$ cat src/rtl/usb_pkg.sv
// Shared constants and types for the USB full-speed transmit path.
package usb_pkg;
  localparam logic [7:0] SYNC_BYTE   = 8'h80;
  localparam logic [1:0] LINE_J      = 2'b10;
  localparam logic [1:0] LINE_K      = 2'b01;
  localparam logic [1:0] LINE_SE0    = 2'b00;
  localparam int         STUFF_LIMIT = 6;

  typedef enum bit [2:0] {IDLE, SYNC, DATA, EOP_SE0, EOP_J, DONE} tx_state_t;

  // NRZI: a 0 toggles J/K, a 1 holds the line.
  function automatic logic [1:0] nrzi(input logic [1:0] line, input logic b);
    return b ? line : ((line == LINE_J) ? LINE_K : LINE_J);
  endfunction
endpackage

$ cat src/rtl/usb_tx_if.sv
// FIFO-side handshake and status signals of the USB transmitter.
interface usb_tx_if;
  logic       tx_start;
  logic [7:0] tx_data;
  logic       tx_empty;
  logic       tx_read;
  logic       tx_busy;
  logic       tx_done;

  modport master (output tx_start, tx_data, tx_empty, input tx_read, tx_busy, tx_done);
  modport slave  (input tx_start, tx_data, tx_empty, output tx_read, tx_busy, tx_done);
endinterface

$ cat src/rtl/usb_tx_bit_timer.sv
// Bit-time counter; bit_strobe marks the last cycle of a bit, pre_strobe the one before.
module tx_bit_timer #(
    parameter int CLKS_PER_BIT = 8
) (
    input  logic clk,
    input  logic n_rst,
    input  logic en,
    output logic bit_strobe,
    output logic pre_strobe
);
    localparam int W = (CLKS_PER_BIT > 2) ? $clog2(CLKS_PER_BIT) : 1;
    localparam logic [W-1:0] LAST = W'(CLKS_PER_BIT - 1);
    localparam logic [W-1:0] PRE  = W'(CLKS_PER_BIT - 2);

    logic [W-1:0] cnt;

    always_ff @(posedge clk or negedge n_rst) begin
        if (!n_rst)            cnt <= '0;
        else if (!en)          cnt <= '0;
        else if (cnt == LAST)  cnt <= '0;
        else                   cnt <= cnt + 1'b1;
    end

    assign bit_strobe = en && (cnt == LAST);
    assign pre_strobe = en && (cnt == PRE);
endmodule

$ cat src/rtl/usb_tx.sv
// USB full-speed packet transmitter: SYNC, FIFO bytes, EOP; NRZI with bit stuffing.
module usb_tx
    import usb_pkg::*;
#(
    parameter int CLKS_PER_BIT = 8
) (
    input  logic     clk,
    input  logic     n_rst,
    usb_tx_if.slave  bus,
    output logic     d_plus,
    output logic     d_minus
);
    tx_state_t   state, state_n;
    logic [7:0]  sh, sh_n;
    logic [2:0]  bit_idx, bit_idx_n;
    logic [2:0]  ones, ones_n;
    logic        eop_cnt, eop_cnt_n;
    logic [1:0]  line, line_n;
    logic        rd, rd_n;
    logic        busy, busy_n;
    logic        done, done_n;
    logic        bit_strobe, pre_strobe;
    logic        stuff_due, byte_end;

    tx_bit_timer #(.CLKS_PER_BIT(CLKS_PER_BIT)) u_timer (
        .clk        (clk),
        .n_rst      (n_rst),
        .en         (state != IDLE && state != DONE),
        .bit_strobe (bit_strobe),
        .pre_strobe (pre_strobe)
    );

    // ones already counts the bit on the line, so a stuff is owed once it hits the limit.
    assign stuff_due = (ones == 3'(STUFF_LIMIT));
    assign byte_end  = (bit_idx == 3'd7) && !stuff_due;

    always_comb begin
        state_n   = state;
        sh_n      = sh;
        bit_idx_n = bit_idx;
        ones_n    = ones;
        eop_cnt_n = eop_cnt;
        line_n    = line;
        busy_n    = busy;
        rd_n      = 1'b0;
        done_n    = 1'b0;
        case (state)
            IDLE: if (bus.tx_start) begin
                state_n   = SYNC;
                sh_n      = SYNC_BYTE;
                bit_idx_n = 3'd0;
                ones_n    = {2'b00, SYNC_BYTE[0]};
                line_n    = nrzi(LINE_J, SYNC_BYTE[0]);
                busy_n    = 1'b1;
            end
            SYNC, DATA: begin
                // Pop one cycle early so the byte is captured on the boundary edge.
                if (pre_strobe) rd_n = byte_end && !bus.tx_empty;
                if (bit_strobe) begin
                    if (stuff_due) begin
                        line_n = nrzi(line, 1'b0);
                        ones_n = 3'd0;
                    end else if (bit_idx != 3'd7) begin
                        sh_n      = {1'b0, sh[7:1]};
                        bit_idx_n = bit_idx + 3'd1;
                        line_n    = nrzi(line, sh[1]);
                        ones_n    = sh[1] ? ones + 3'd1 : 3'd0;
                    end else if (rd) begin
                        state_n   = DATA;
                        sh_n      = bus.tx_data;
                        bit_idx_n = 3'd0;
                        line_n    = nrzi(line, bus.tx_data[0]);
                        ones_n    = bus.tx_data[0] ? ones + 3'd1 : 3'd0;
                    end else begin
                        state_n   = EOP_SE0;
                        line_n    = LINE_SE0;
                        eop_cnt_n = 1'b0;
                    end
                end
            end
            EOP_SE0: if (bit_strobe) begin
                if (eop_cnt) begin
                    state_n = EOP_J;
                    line_n  = LINE_J;
                end else begin
                    eop_cnt_n = 1'b1;
                end
            end
            EOP_J: if (bit_strobe) begin
                state_n = DONE;
                done_n  = 1'b1;
                busy_n  = 1'b0;
            end
            DONE:    state_n = IDLE;
            default: state_n = IDLE;
        endcase
    end

    always_ff @(posedge clk or negedge n_rst) begin
        if (!n_rst) begin
            state   <= IDLE;
            sh      <= '0;
            bit_idx <= '0;
            ones    <= '0;
            eop_cnt <= 1'b0;
            line    <= LINE_J;
            rd      <= 1'b0;
            busy    <= 1'b0;
            done    <= 1'b0;
        end else begin
            state   <= state_n;
            sh      <= sh_n;
            bit_idx <= bit_idx_n;
            ones    <= ones_n;
            eop_cnt <= eop_cnt_n;
            line    <= line_n;
            rd      <= rd_n;
            busy    <= busy_n;
            done    <= done_n;
        end
    end

    assign d_plus      = line[1];
    assign d_minus     = line[0];
    assign bus.tx_read = rd;
    assign bus.tx_busy = busy;
    assign bus.tx_done = done;
endmodule
$ cat src/flat_wrapper.sv
// flat-port wrapper written by rule: the top's interface ports become plain ports
module usb_tx_flat import usb_pkg::*;
#(
    parameter int CLKS_PER_BIT = 8
)
  (clk, n_rst, d_plus, d_minus, bus_tx_start, bus_tx_data, bus_tx_empty, bus_tx_read, bus_tx_busy, bus_tx_done);
  usb_tx_if bus_i ();
  input  logic clk;
  input  logic n_rst;
  output logic d_plus;
  output logic d_minus;
  input wire logic [$bits(bus_i.tx_start)-1:0] bus_tx_start;
  input wire logic [$bits(bus_i.tx_data)-1:0] bus_tx_data;
  input wire logic [$bits(bus_i.tx_empty)-1:0] bus_tx_empty;
  output wire logic [$bits(bus_i.tx_read)-1:0] bus_tx_read;
  output wire logic [$bits(bus_i.tx_busy)-1:0] bus_tx_busy;
  output wire logic [$bits(bus_i.tx_done)-1:0] bus_tx_done;
  assign bus_i.tx_start = bus_tx_start;
  assign bus_i.tx_data = bus_tx_data;
  assign bus_i.tx_empty = bus_tx_empty;
  assign bus_tx_read = bus_i.tx_read;
  assign bus_tx_busy = bus_i.tx_busy;
  assign bus_tx_done = bus_i.tx_done;
  usb_tx #(.CLKS_PER_BIT(CLKS_PER_BIT)) u_core (.clk(clk), .n_rst(n_rst), .bus(bus_i), .d_plus(d_plus), .d_minus(d_minus));
endmodule
$ cat config.mk
export PLATFORM = sky130hd
export DESIGN_NAME = usb_tx_flat
export DESIGN_NICKNAME = d
export VERILOG_FILES = /design/src/rtl/usb_pkg.sv /design/src/rtl/usb_tx_if.sv /design/src/rtl/usb_tx_bit_timer.sv /design/src/rtl/usb_tx.sv /design/src/flat_wrapper.sv
export SDC_FILE = /design/constraint.sdc
export NUM_CORES = 1
export LEC_CHECK = 0
export BUFFER_PORTS_ARGS = -buffer_cell sky130_fd_sc_hd__buf_2
export CAP_MARGIN = 5
export CORE_MARGIN = 2
export CORE_UTILIZATION = 55
export CTS_CLUSTER_SIZE = 20
export DETAILED_ROUTE_END_ITERATION = 8
export PLACE_DENSITY = 0.74
export SYNTH_ARGS = -nofsm -noshare
export SYNTH_HDL_FRONTEND = slang
export SYNTH_SLANG_ARGS = --single-unit
$ cat constraint.sdc
create_clock -name clk -period 2.2 [get_ports clk]
set_clock_uncertainty 0.15 [all_clocks]
set_input_delay 0.44 -clock clk [delete_from_list [all_inputs] [get_ports clk]]
set_output_delay 0.44 -clock clk [all_outputs]
set_load 0.02 [all_outputs]
==> impl_metrics.env <==
export IMPL_status="completed"
export IMPL_antenna_found_initial=0
export IMPL_syn_inst=145
export IMPL_power_density_nw_per_um2=1060
export IMPL_die_x_um=57.0
export IMPL_overflow=0
export IMPL_final_cell_mix="dfrtp_1 (24), buf_2 (16), o21ai_0 (13)"
export IMPL_cp_common_cell="ha_1"
export IMPL_cts_buffers=3
export IMPL_num_io_pins=17
export IMPL_core_area_um2=2710
export IMPL_endpoint="u_core.ones[2]"
export IMPL_h_tree_depth=1
export IMPL_yosys_warnings=0
export IMPL_insertion_delay_ns=0.32
export IMPL_final_common_cell="dfrtp_1"
export IMPL_rr_endpoint="u_core.ones[2]"
export IMPL_clock_path_buffers=2
export IMPL_place_hpwl_um=2250
export IMPL_worst_path_max_fanout=5
export IMPL_cts_setup_buffers=0
export IMPL_grt_pass1_wl_um=5370
export IMPL_ys_ff_latch=25
export IMPL_slowest_delay_ns=0.43
export IMPL_portBuffers=16
export IMPL_cts_tree="done"
export IMPL_tns_ns=0
export IMPL_start_util_pct=57.1
export IMPL_drv_slew=0
export IMPL_grt_pass1_vias=1173
export IMPL_grt_max_degree=26
export IMPL_synth_yosys_seq_area_share_pct=40.5
export IMPL_fin_area_um2=1690
export IMPL_first_iter_violations=48
export IMPL_seq_power_share_pct=41.0
export IMPL_fill_cells=242
export IMPL_die_h_um=57.0
export IMPL_ir_drop_uv=688
export IMPL_rrSetupSlack_ns=0.17
export IMPL_reg2regPathDepth=6
export IMPL_drc=0
export IMPL_synth_fp_nets=164
export IMPL_synthTopCellsByArea="dfrtp_1 (39%), ha_1 (5.7%), mux2i_1 (4.5%), o21ai_0 (4.2%), o41ai_1 (3.4%)"
export IMPL_dr_pass1_iters=4
export IMPL_p_switching_uw=709
export IMPL_grt_setup_unrepaired="no"
export IMPL_final_hold_violation_count=0
export IMPL_fmax_ghz=0.492
export IMPL_worst_pin_slew_ns=0.568
export IMPL_switching_share_pct=39.8
export IMPL_holdWs_ns=0.117
export IMPL_row_count=19
export IMPL_cellLeakagePower_nw=0.729
export IMPL_finalNetCount=184
export IMPL_netlist_area_um2=1550
export IMPL_antenna_left=0
export IMPL_synth_top_area_cell="dfrtp_1"
export IMPL_maxCapViolations=0
export IMPL_final_util_pct=62.2
export IMPL_finalCritPeriodShare_pct=92.4
export IMPL_cts_root_buf="clkbuf_4"
export IMPL_r2r_start="u_core.bit_idx[0]"
export IMPL_slew_headroom_pct=62.1
export IMPL_synthDistinctLibCells=51
export IMPL_arrival_ns=2.11
export IMPL_die_area_um2=3250
export IMPL_grt_usage_pct=21.1
export IMPL_wl_per_cell_um=15.5
export IMPL_cpMaxStageDelayCell="dfrtp_1"
export IMPL_routabilityCongestion=0.929
export IMPL_start_kind="flip-flop"
export IMPL_diodes=0
export IMPL_critical_path_cell_chain="ha_1, ha_1, and2_1, o211ai_1, o221ai_1, a22o_1"
export IMPL_finalSetupViolCount=0
export IMPL_p_int_mw=1.07
export IMPL_holdCritPathClass="input pin to flip-flop"
export IMPL_area_growth_pct=8.97
export IMPL_finalWirelength_um=3020
export IMPL_clock_sinks=25
export IMPL_final_min_clock_period_ns=2.03
export IMPL_cp_required_ns=2.28
export IMPL_setup_worst_path_end_class="flip-flop"
export IMPL_crit_path_start="u_core.bit_idx[0]"
export IMPL_place_area_um2=1640
export IMPL_cts_clk_slew_worst_paths_ns=0.14
export IMPL_syn_area_per_cell_um2=10.7
export IMPL_p_total_mw=1.78
export IMPL_routed_via_density=6.02
export IMPL_via_count=1173
export IMPL_p_comb_share_pct=47.1
export IMPL_drive_above_1_share_pct=25.6
export IMPL_clockPowerShare_pct=11.8
export IMPL_criticalPathCategory="flip-flop to flip-flop"
export IMPL_synth_top_area_share_pct=38.8
[power by group through the flow]
stage	Combinational (mW)	Clock [mW]	Sequential, mW
floorplan	0.675	0	0.728
detailed placement	0.839	0	0.743
global placement	0.811	0	0.729
global route	0.947	0.236	0.756
CTS	0.846	0.219	0.732
finish	0.840	0.210	0.731
[cell families after synthesis]
group / count (synthesis) / share of synthesized area [%]
xor gates and xnor gates: 1 / 1.78
and+or+nand+nor: 38 / 14.1
AOI/OAI and AO/OA: 47 / 22.7
adders and majority gates: 7 / 5.66
DFF: 25 / 40.5
muxes: 13 / 9.38
buffers and inverters: 14 / 5.82
[layout make-up]
type	instances	area (um^2)	area share, %
multi-input combinational	106	837	49.6
timing repair buffer	23	135	8.01
clock buffer	4	26.3	1.56
tap	31	38.8	2.30
sequential	25	627	37.2
inverter	6	22.5	1.34
[what timing repair did]
action | in CTS | in global routing
hold buffers | 1 | 0
resized for setup | 0 | 2
hold endpoints to repair | 24 | 0
setup endpoints to repair | 0 | 7
[critical path, delay by kind of cell, from the launching register on]
family	cells	cell delay, ns
simple gates	1	0.18
compound gates	3	0.72
flops	1	0.43
fa+ha+maj	2	0.46
[Yosys cell counts (all sizes together)]
| library cell | number |
|---|---|
| nor2 | 8 |
| mux2 | 6 |
| a32o | 1 |
| mux2i | 7 |
| dfrtp | 24 |
| a21bo | 1 |
| ha | 7 |
| a221o | 1 |
| nor4 | 1 |
| o2bb2ai | 2 |
| a22o | 2 |
| a21oi | 6 |
| o211ai | 3 |
| o221ai | 1 |
| o41ai | 6 |
| nor3b | 3 |
| clkbuf | 1 |
| a211oi | 1 |
| and2 | 2 |
| a31oi | 2 |
| xor2 | 1 |
| o211a | 1 |
| inv | 5 |
| o21a | 1 |
| dlygate4sd1 | 1 |
| or4 | 1 |
| nand3 | 2 |
| buf | 6 |
| a211o | 1 |
| nand2 | 8 |
| dfstp | 1 |
| nor2b | 4 |
| nand2b | 2 |
| o31ai | 3 |
| o21ai | 14 |
| clkinv | 1 |
| and3 | 1 |
| nor3 | 5 |
| a21boi | 1 |
| and2b | 1 |
[how the worst min path moves through the flow]
stage | from | endpoint | slack (ns) | cells after the start
after CTS | bus_tx_empty | u_core.bus.tx_read | 0.11 | 2
after floorplan | n_rst | u_core.bit_idx[0] | -0.006 | 0
after global placement | n_rst | u_core.state[1] | 0.31 | 1
after global routing | bus_tx_empty | u_core.bus.tx_read | 0.11 | 2
final | bus_tx_empty | u_core.bus.tx_read | 0.12 | 2
after detailed placement | u_core.u_timer.cnt[0] | u_core.u_timer.cnt[0] | 0.31 | 1
[metrics by stage]
stage | std cells | setup slack (ns)
6_report | 195 | 0.168
4_1_cts | 195 | 0.0684
3_3_place_gp | 190 | 0.189
2_1_floorplan | 145 | 0.279
5_1_grt | 195 | 0.0323
3_5_place_dp | 190 | 0.102
[routing by layer]
| layer | wire (um) | global-route usage (%) | up-vias |
|---|---|---|---|
| met2 | 1490 | 33.8 | 35 |
| met3 | 135 | 2.72 | 6 |
| li1 | - | - | 576 |
| met1 | 1370 | 28.6 | 556 |
| met5 | 0 | 0 | - |
| met4 | 34 | 9.63 | 0 |
[sequential cells by signal, indices dropped and copies added (netlist names)]
signal              flops
u_core.bit_idx          3
u_core.bus.tx_done      1
u_core.bus.tx_read      1
u_core.bus.tx_busy      1
u_core.sh               7
u_core.state            3
u_core.eop_cnt          1
u_core.u_timer.cnt      3
u_core.line             2
u_core.ones             3
No activity file was read; power rests on OpenSTA's default activity.
